===== src/rtl/data_cache_ctrl_pkg.sv =====
// Shared constants, FSM encoding and address-field helpers for the L1 data cache.
package data_cache_ctrl_pkg;

    localparam int LINES  = 16;
    localparam int ADDR_W = 32;
    localparam int IDX_W  = $clog2(LINES);
    localparam int TAG_W  = ADDR_W - 2 - IDX_W;

    typedef enum logic [1:0] {
        ST_IDLE  = 2'd0,
        ST_ISSUE = 2'd1,
        ST_WAIT  = 2'd2,
        ST_DONE  = 2'd3
    } state_e;

    function automatic logic [IDX_W-1:0] addr_idx(input logic [ADDR_W-1:0] addr);
        return addr[IDX_W+1:2];
    endfunction

    function automatic logic [TAG_W-1:0] addr_tag(input logic [ADDR_W-1:0] addr);
        return addr[ADDR_W-1:IDX_W+2];
    endfunction

endpackage


===== src/rtl/data_cache_ctrl_if.sv =====
// CPU-side and DataMemory-side bus of the data cache; slave is the cache, master is its environment.
interface data_cache_ctrl_if;

    logic                                   cpu_MemRead;
    logic                                   cpu_MemWrite;
    logic [data_cache_ctrl_pkg::ADDR_W-1:0] cpu_Address;
    logic [31:0]                            cpu_WriteData;
    logic [31:0]                            cpu_ReadData;
    logic                                   Stall;
    logic                                   mem_MemWrite;
    logic [data_cache_ctrl_pkg::ADDR_W-1:0] mem_Address;
    logic [31:0]                            mem_WriteData;
    logic [31:0]                            mem_ReadData;
    logic                                   mem_MemReady;

    modport slave (
        input  cpu_MemRead, cpu_MemWrite, cpu_Address, cpu_WriteData,
        output cpu_ReadData, Stall,
        output mem_MemWrite, mem_Address, mem_WriteData,
        input  mem_ReadData, mem_MemReady
    );

    modport master (
        output cpu_MemRead, cpu_MemWrite, cpu_Address, cpu_WriteData,
        input  cpu_ReadData, Stall,
        input  mem_MemWrite, mem_Address, mem_WriteData,
        output mem_ReadData, mem_MemReady
    );

endinterface


===== src/rtl/data_cache_ctrl_array.sv =====
// Valid/tag/data storage: asynchronous read port, one write port, valid bits cleared by reset.
module data_cache_ctrl_array
    import data_cache_ctrl_pkg::*;
(
    input  logic             clk,
    input  logic             rst_n,
    input  logic [IDX_W-1:0] rd_idx_i,
    output logic             rd_valid_o,
    output logic [TAG_W-1:0] rd_tag_o,
    output logic [31:0]      rd_data_o,
    input  logic             we_i,
    input  logic [IDX_W-1:0] wr_idx_i,
    input  logic [TAG_W-1:0] wr_tag_i,
    input  logic [31:0]      wr_data_i
);

    logic [LINES-1:0] valid_q;
    logic [LINES-1:0] valid_d;
    logic [TAG_W-1:0] tag_q  [LINES];
    logic [31:0]      data_q [LINES];

    assign rd_valid_o = valid_q[rd_idx_i];
    assign rd_tag_o   = tag_q[rd_idx_i];
    assign rd_data_o  = data_q[rd_idx_i];

    // Any write (fill or write-hit refresh) leaves the line valid.
    always_comb begin
        valid_d = valid_q;
        if (we_i) begin
            valid_d[wr_idx_i] = 1'b1;
        end else begin
            valid_d = valid_q;
        end
    end

    // Valid bits: only these need reset, tag/data are qualified by them.
    always_ff @(posedge clk or negedge rst_n) begin
        if (!rst_n) begin
            valid_q <= {LINES{1'b0}};
        end else begin
            valid_q <= valid_d;
        end
    end

    // Tag and data storage.
    always_ff @(posedge clk) begin
        if (we_i) begin
            tag_q[wr_idx_i]  <= wr_tag_i;
            data_q[wr_idx_i] <= wr_data_i;
        end
    end

endmodule


===== src/rtl/data_cache_ctrl.sv =====
// Direct-mapped, write-through, no-write-allocate L1 data cache controller.
// Read hits answer combinationally; misses and writes stall the pipeline until DataMemory is ready.
module data_cache_ctrl
    import data_cache_ctrl_pkg::*;
(
    input  logic             clk,
    input  logic             reset,
    data_cache_ctrl_if.slave bus
);

    state_e            state_q, state_d;
    logic [ADDR_W-1:0] mem_addr_q, mem_addr_d;
    logic [31:0]       mem_wdata_q, mem_wdata_d;
    logic              mem_write_q, mem_write_d;
    logic              op_write_q, op_write_d;
    logic [31:0]       fill_q, fill_d;

    logic [ADDR_W-1:0] look_addr_s;
    logic              rd_valid_s;
    logic [TAG_W-1:0]  rd_tag_s;
    logic [31:0]       rd_data_s;
    logic              hit_s;
    logic              cpu_rd_s;
    logic              need_mem_s;
    logic              arr_we_s;
    logic [31:0]       arr_wdata_s;

    // While idle, look up the live CPU address; once in flight, the latched copy.
    assign look_addr_s = (state_q == ST_IDLE) ? bus.cpu_Address : mem_addr_q;
    assign hit_s       = rd_valid_s && (rd_tag_s == addr_tag(look_addr_s));
    assign cpu_rd_s    = bus.cpu_MemRead && !bus.cpu_MemWrite;
    assign need_mem_s  = bus.cpu_MemWrite || (bus.cpu_MemRead && !hit_s);

    data_cache_ctrl_array u_array (
        .clk        (clk),
        .rst_n      (reset),
        .rd_idx_i   (addr_idx(look_addr_s)),
        .rd_valid_o (rd_valid_s),
        .rd_tag_o   (rd_tag_s),
        .rd_data_o  (rd_data_s),
        .we_i       (arr_we_s),
        .wr_idx_i   (addr_idx(mem_addr_q)),
        .wr_tag_i   (addr_tag(mem_addr_q)),
        .wr_data_i  (arr_wdata_s)
    );

    // Next-state logic; the line is only touched in the cycle MemReady completes the access.
    always_comb begin
        state_d     = state_q;
        mem_addr_d  = mem_addr_q;
        mem_wdata_d = mem_wdata_q;
        mem_write_d = mem_write_q;
        op_write_d  = op_write_q;
        fill_d      = fill_q;
        arr_we_s    = 1'b0;
        arr_wdata_s = mem_wdata_q;
        case (state_q)
            ST_IDLE: begin
                if (need_mem_s) begin
                    state_d     = ST_ISSUE;
                    mem_addr_d  = bus.cpu_Address;
                    mem_wdata_d = bus.cpu_WriteData;
                    mem_write_d = bus.cpu_MemWrite;
                    op_write_d  = bus.cpu_MemWrite;
                end else begin
                    state_d = ST_IDLE;
                end
            end
            ST_ISSUE: begin
                state_d = ST_WAIT;
            end
            ST_WAIT: begin
                if (bus.mem_MemReady) begin
                    state_d     = ST_DONE;
                    mem_write_d = 1'b0;
                    if (!op_write_q) begin
                        arr_we_s    = 1'b1;
                        arr_wdata_s = bus.mem_ReadData;
                        fill_d      = bus.mem_ReadData;
                    end else begin
                        arr_we_s    = hit_s;
                        arr_wdata_s = mem_wdata_q;
                    end
                end else begin
                    state_d = ST_WAIT;
                end
            end
            ST_DONE: begin
                state_d = ST_IDLE;
            end
            default: begin
                state_d     = ST_IDLE;
                mem_write_d = 1'b0;
            end
        endcase
    end

    // State and request latches; reset aborts any access in flight.
    always_ff @(posedge clk or negedge reset) begin
        if (!reset) begin
            state_q     <= ST_IDLE;
            mem_addr_q  <= {ADDR_W{1'b0}};
            mem_wdata_q <= 32'd0;
            mem_write_q <= 1'b0;
            op_write_q  <= 1'b0;
            fill_q      <= 32'd0;
        end else begin
            state_q     <= state_d;
            mem_addr_q  <= mem_addr_d;
            mem_wdata_q <= mem_wdata_d;
            mem_write_q <= mem_write_d;
            op_write_q  <= op_write_d;
            fill_q      <= fill_d;
        end
    end

    assign bus.mem_MemWrite  = mem_write_q;
    assign bus.mem_Address   = mem_addr_q;
    assign bus.mem_WriteData = mem_wdata_q;

    // Stall must rise in the request cycle itself, so it and hit data stay combinational.
    always_comb begin
        bus.Stall        = 1'b0;
        bus.cpu_ReadData = 32'd0;
        if (!reset) begin
            bus.Stall        = 1'b0;
            bus.cpu_ReadData = 32'd0;
        end else begin
            case (state_q)
                ST_IDLE: begin
                    bus.Stall = need_mem_s;
                    if (cpu_rd_s && hit_s) begin
                        bus.cpu_ReadData = rd_data_s;
                    end else begin
                        bus.cpu_ReadData = 32'd0;
                    end
                end
                ST_ISSUE, ST_WAIT: begin
                    bus.Stall = 1'b1;
                end
                ST_DONE: begin
                    if (!op_write_q) begin
                        bus.cpu_ReadData = fill_q;
                    end else begin
                        bus.cpu_ReadData = 32'd0;
                    end
                end
                default: begin
                    bus.Stall = 1'b0;
                end
            endcase
        end
    end

endmodule


===== src/flat_wrapper.sv =====
// flat-port wrapper written by rule: the top's interface ports become plain ports
module data_cache_ctrl_flat import data_cache_ctrl_pkg::*;
  (clk, reset, bus_cpu_MemRead, bus_cpu_MemWrite, bus_cpu_Address, bus_cpu_WriteData, bus_cpu_ReadData, bus_Stall, bus_mem_MemWrite, bus_mem_Address, bus_mem_WriteData, bus_mem_ReadData, bus_mem_MemReady);
  data_cache_ctrl_if bus_i ();
  input  logic clk;
  input  logic reset;
  input wire logic [$bits(bus_i.cpu_MemRead)-1:0] bus_cpu_MemRead;
  input wire logic [$bits(bus_i.cpu_MemWrite)-1:0] bus_cpu_MemWrite;
  input wire logic [$bits(bus_i.cpu_Address)-1:0] bus_cpu_Address;
  input wire logic [$bits(bus_i.cpu_WriteData)-1:0] bus_cpu_WriteData;
  output wire logic [$bits(bus_i.cpu_ReadData)-1:0] bus_cpu_ReadData;
  output wire logic [$bits(bus_i.Stall)-1:0] bus_Stall;
  output wire logic [$bits(bus_i.mem_MemWrite)-1:0] bus_mem_MemWrite;
  output wire logic [$bits(bus_i.mem_Address)-1:0] bus_mem_Address;
  output wire logic [$bits(bus_i.mem_WriteData)-1:0] bus_mem_WriteData;
  input wire logic [$bits(bus_i.mem_ReadData)-1:0] bus_mem_ReadData;
  input wire logic [$bits(bus_i.mem_MemReady)-1:0] bus_mem_MemReady;
  assign bus_i.cpu_MemRead = bus_cpu_MemRead;
  assign bus_i.cpu_MemWrite = bus_cpu_MemWrite;
  assign bus_i.cpu_Address = bus_cpu_Address;
  assign bus_i.cpu_WriteData = bus_cpu_WriteData;
  assign bus_cpu_ReadData = bus_i.cpu_ReadData;
  assign bus_Stall = bus_i.Stall;
  assign bus_mem_MemWrite = bus_i.mem_MemWrite;
  assign bus_mem_Address = bus_i.mem_Address;
  assign bus_mem_WriteData = bus_i.mem_WriteData;
  assign bus_i.mem_ReadData = bus_mem_ReadData;
  assign bus_i.mem_MemReady = bus_mem_MemReady;
  data_cache_ctrl u_core (.clk(clk), .reset(reset), .bus(bus_i));
endmodule

===== config.mk =====
export PLATFORM = sky130hd
export DESIGN_NAME = data_cache_ctrl_flat
export DESIGN_NICKNAME = d
export VERILOG_FILES = /design/src/rtl/data_cache_ctrl_pkg.sv /design/src/rtl/data_cache_ctrl_if.sv /design/src/rtl/data_cache_ctrl_array.sv /design/src/rtl/data_cache_ctrl.sv /design/src/flat_wrapper.sv
export SDC_FILE = /design/constraint.sdc
export NUM_CORES = 1
export LEC_CHECK = 0
export CORE_MARGIN = 2
export CORE_UTILIZATION = 42
export DETAILED_ROUTE_END_ITERATION = 8
export REMOVE_ABC_BUFFERS = 1
export SLEW_MARGIN = 15
export SYNTH_ARGS = -nofsm -noshare
export SYNTH_HDL_FRONTEND = slang
export SYNTH_SLANG_ARGS = --single-unit
export TNS_END_PERCENT = 5

===== constraint.sdc =====
create_clock -name clk -period 7.7 [get_ports clk]
set_clock_uncertainty 0.05 [all_clocks]
set_input_delay 1.54 -clock clk [delete_from_list [all_inputs] [get_ports clk]]
set_output_delay 1.54 -clock clk [all_outputs]
set_load 0.05 [all_outputs]

==> results.json <==
{
  "run_status": "completed",
  "leakage_uw": 0.0175,
  "count_of_hold_buffers_inserted_by_post_cts_repair": 0,
  "async_reset_ff_frac": 0.111,
  "total_switching_power_uw": 8210,
  "design.die.area_um2": 107000,
  "synthFlopType": "sky130_fd_sc_hd__edfxtp_1",
  "drtAntennaViolNets": 0,
  "slew_viol_final": 0,
  "critPathKind": "reg -> out",
  "worst-r2r-cell-count": 15,
  "critical_path.cell_chain": "inv_1 > ha_4 > buf_4 > mux2i_1 > buf_4 > nor2_1 > a22oi_1 > a21oi_1 > nor4_1 > a31oi_1 > or4b_2 > o31ai_1 > a2111oi_1 > buf_4 > buf_4",
  "finalCritPeriodShare": 0.974,
  "critPathRequiredTime_ns": 6.11,
  "peak_freq_mhz": 133,
  "tritoncts": "done",
  "insertion_delay_ns": 0.70,
  "report.final.setup_viol": 0,
  "h-tree-depth": 3,
  "internal_power_uw": 13600,
  "place_congestion": 0.884,
  "wirelength_mm": 124,
  "grt_first_pass_wirelength_mm": 180,
  "numCtsBuffers": 106,
  "io_pins": 199,
  "drive_gt1_frac": 0.205,
  "multi_input_area_um2": 12100,
  "cts_root_buffer": "sky130_fd_sc_hd__clkbuf_16",
  "clock-sinks": 1044,
  "timing.max_slew.rel_slack": 0.169,
  "via_count": 26800,
  "finish.net_count": 3089,
  "antenna_found_initial": 6,
  "hpwl_mm": 70.3,
  "compound_cell_area_share_of_the_yosys_netlist": 0.0754,
  "core_ar_um2": 103000,
  "postSynthAreaPerCell_um2": 16.0,
  "finalHoldViolations": 0,
  "critical_path.slowest_cell": "sky130_fd_sc_hd__or4b_2",
  "synth.top_cell.area_share": 0.638,
  "clock_share_of_power": 0.236,
  "type_of_element_launching_the_critical_path": "flop",
  "grt_overflow": 0,
  "detailed_place.area_um2": 48300,
  "number_of_stages_on_the_worst_hold_path": 1,
  "top_delay_family_on_crit_path": "buffers and inverters",
  "crit_cells": 15,
  "critPathMaxStageDelay_ns": 0.79,
  "global_route.usage.total": 0.228,
  "wire_per_inst_um": 27.9,
  "dieHeight_um": 326,
  "first_global_vias": 27200,
  "period_minus_slack_ns": 7.50,
  "drt_drc_violations_left": 0,
  "power.share.combinational": 0.399,
  "std_cell_rows": 118,
  "final_cell_area_um2": 51900,
  "combinational_family_with_the_most_area_after_synthesis": "multiplexers",
  "synthXorXnorAreaFrac": 0.00522,
  "worst_ep_arrival_time_ns": 5.91,
  "layout_stage_area_growth_over_the_synthesis_result_pct": 18.9,
  "fin_total_pwr_uw": 21800,
  "sequential_cell_area_um2": 30800,
  "yosysUniqueCellTypes": 72,
  "ir_drop_mv": 0.224,
  "clk_path_buf_depth": 3,
  "antenna_cells_inserted": 0,
  "post_drt_via_cell_ratio": 6.02,
  "worst-r2r-setup-slack_ns": 1.40,
  "tightest_slew_ns": 1.25,
  "grt_max_degree": 90,
  "layout.filler_cells": 8542,
  "drt_pre_antenna_iters": 7,
  "worst-path-buf-inv": 5,
  "netlist_area_before_placement_um2": 43600,
  "setup_total_negative_slack_ns": 0,
  "crit_path_max_fanout": 38,
  "cell_taking_the_most_area_after_synthesis": "sky130_fd_sc_hd__edfxtp_1",
  "maxCapViolCount": 0,
  "postSynthRegisterBits": 1044,
  "rsz_0062_raised_after_global_routing": "false",
  "yosys-top-cells-area": "sky130_fd_sc_hd__edfxtp_1, sky130_fd_sc_hd__mux4_2, sky130_fd_sc_hd__dfrtp_1",
  "path_common_cell": "sky130_fd_sc_hd__buf_4",
  "io_buffer_count": 198,
  "synth-seq-area-share": 0.705,
  "fin_worst_hold_slack_ns": 0.417,
  "switching_share": 0.376,
  "synth.mux.area_fraction": 0.125,
  "power.sequential.fraction": 0.365,
  "clkTransAtPathRegs_ns": 0.07,
  "initial_core_utilization": 0.422,
  "floorplan.die.width_um": 326,
  "dr.first_iter.drc_count": 2844,
  "min-delay-path-class": "reg -> reg",
  "critical_path_end_type": "primary output",
  "synth-edff-count": 928,
  "syn_inst": 2722,
  "p_per_area_nw_per_um2": 420,
  "synth-adder-area-share": 0.00143,
  "yosys.area_share.simple": 0.0636,
  "yosys_warnings": 0
}
==> flip-flops by register name, indices dropped and copies added (netlist names) <==
register / count
u_core.state_q: 2
u_core.u_array.data_q: 512
u_core.bus.mem_WriteData: 32
u_core.u_array.tag_q: 416
u_core.op_write_q: 1
u_core.fill_q: 32
u_core.u_array.valid_q: 16
u_core.bus.mem_MemWrite: 1
u_core.bus.mem_Address: 32
==> what timing repair did <==
item,CTS,global route
pin swaps,0,1
setup endpoints to repair,2,11
gates cloned,0,2
setup buffers,0,5
gates resized for setup,1,7
==> worst register-to-register path: stages, from the launching register on <==
cell,delay (ns)
sky130_fd_sc_hd__dfrtp_1,0.41
sky130_fd_sc_hd__inv_1,0.16
sky130_fd_sc_hd__ha_4,0.60
sky130_fd_sc_hd__buf_4,0.42
sky130_fd_sc_hd__mux2i_1,0.44
sky130_fd_sc_hd__buf_4,0.34
sky130_fd_sc_hd__nor2_1,0.11
sky130_fd_sc_hd__a22oi_1,0.21
sky130_fd_sc_hd__a21oi_1,0.16
sky130_fd_sc_hd__nor4_1,0.31
sky130_fd_sc_hd__a31oi_1,0.28
sky130_fd_sc_hd__or4b_2,0.79
sky130_fd_sc_hd__o31a_2,0.68
sky130_fd_sc_hd__buf_4,0.37
sky130_fd_sc_hd__nor2_4,0.16
sky130_fd_sc_hd__buf_4,0.42
==> logic make-up after synthesis <==
group,after synthesis
adders and majority gates,5
muxes,284
AOI/OAI and AO/OA,467
buffers and inverters,255
xor gates and xnor gates,26
and+or+nand+nor,641
DFF,1044
==> cells in the mapped netlist, drive strengths merged, types with 4 or more instances <==
library cell  instances
or3                   4
a21o                  4
nand4                 7
xor2                 16
o221ai                4
and3                  5
a22oi                56
xnor2                10
o311ai               29
a21boi                5
nor4                 41
nor2b                 6
mux2i                71
nand2               370
a311oi               25
mux4                206
a32o                  5
o21bai               16
dfrtp               116
nor3                 37
o21ai               107
o22ai                11
buf                  69
inv                  73
a311o                36
clkbuf              113
nor2                 95
a211oi                6
a21oi                97
and3b                 4
nand3                53
ha                    5
edfxtp              928
a31o                 28
mux2                  7
a32oi                 6
==> placed cells by master, fill, tap and decap left out, types with 51 or more instances in the layout <==
cell / synthesis / routed
sky130_fd_sc_hd__clkbuf_16: 0 / 106
sky130_fd_sc_hd__inv_1: 73 / 72
sky130_fd_sc_hd__buf_4: 7 / 119
sky130_fd_sc_hd__nand2_1: 370 / 370
sky130_fd_sc_hd__nand3_1: 53 / 51
sky130_fd_sc_hd__edfxtp_1: 928 / 928
sky130_fd_sc_hd__a22oi_1: 56 / 56
sky130_fd_sc_hd__mux4_2: 206 / 206
sky130_fd_sc_hd__nor2_1: 94 / 75
sky130_fd_sc_hd__mux2i_1: 70 / 68
sky130_fd_sc_hd__o21ai_0: 105 / 99
sky130_fd_sc_hd__dfrtp_1: 116 / 116
sky130_fd_sc_hd__a21oi_1: 97 / 97
sky130_fd_sc_hd__clkdlybuf4s50_1: 0 / 161
==> final timing paths <==
kind | startpoint | endpoint
hold reg to reg | u_core.u_array.valid_q[11] | u_core.u_array.valid_q[11]
hold / removal | u_core.u_array.valid_q[11] | u_core.u_array.valid_q[11]
setup / recovery | u_core.state_q[0] | bus_Stall
max in group asynchronous | reset | u_core.bus.mem_WriteData[26]
setup reg to reg | u_core.state_q[0] | u_core.u_array.tag_q[0][3]
min in group asynchronous | reset | u_core.bus.mem_Address[16]
==> metrics by stage <==
stage / std cells / setup WS [ns] / utilization
floorplan: 2540 / -5.50 / -
global placement: 4248 / -0.0104 / 0.467
detailed placement: 4248 / -0.0280 / 0.467
CTS: 4447 / 0.0357 / 0.501
global route: 4454 / 0.0235 / 0.502
finish: 4454 / 0.202 / 0.502
==> power groups by stage <==
stage	logic (uW)	registers [uW]	clock network, uW
after floorplan	5050	8500	0
after global routing	9230	8050	5460
after CTS	8580	7970	5230
after global placement	8410	8030	0
final	8700	7970	5150
after detailed placement	8540	8090	0
==> routing by layer <==
| metal | global-route usage | routed length, um |
|---|---|---|
| met1 | 0.310 | 50000 |
| met2 | 0.380 | 60800 |
| met3 | 0.0338 | 10100 |
| met4 | 0.0740 | 3440 |
| met5 | 0 | 22 |
==> final cells by class <==
| class | count | share of cell area |
|---|---|---|
| Tap cell | 1380 | 0.0333 |
| Inverter | 73 | 0.00528 |
| Timing Repair Buffer | 333 | 0.0679 |
| Clock inverter | 73 | 0.0136 |
| Clock buffer | 126 | 0.0539 |
| Multi-Input combinational cell | 1425 | 0.233 |
| Sequential cell | 1044 | 0.593 |
No activity file was read; power rests on OpenSTA's default activity.
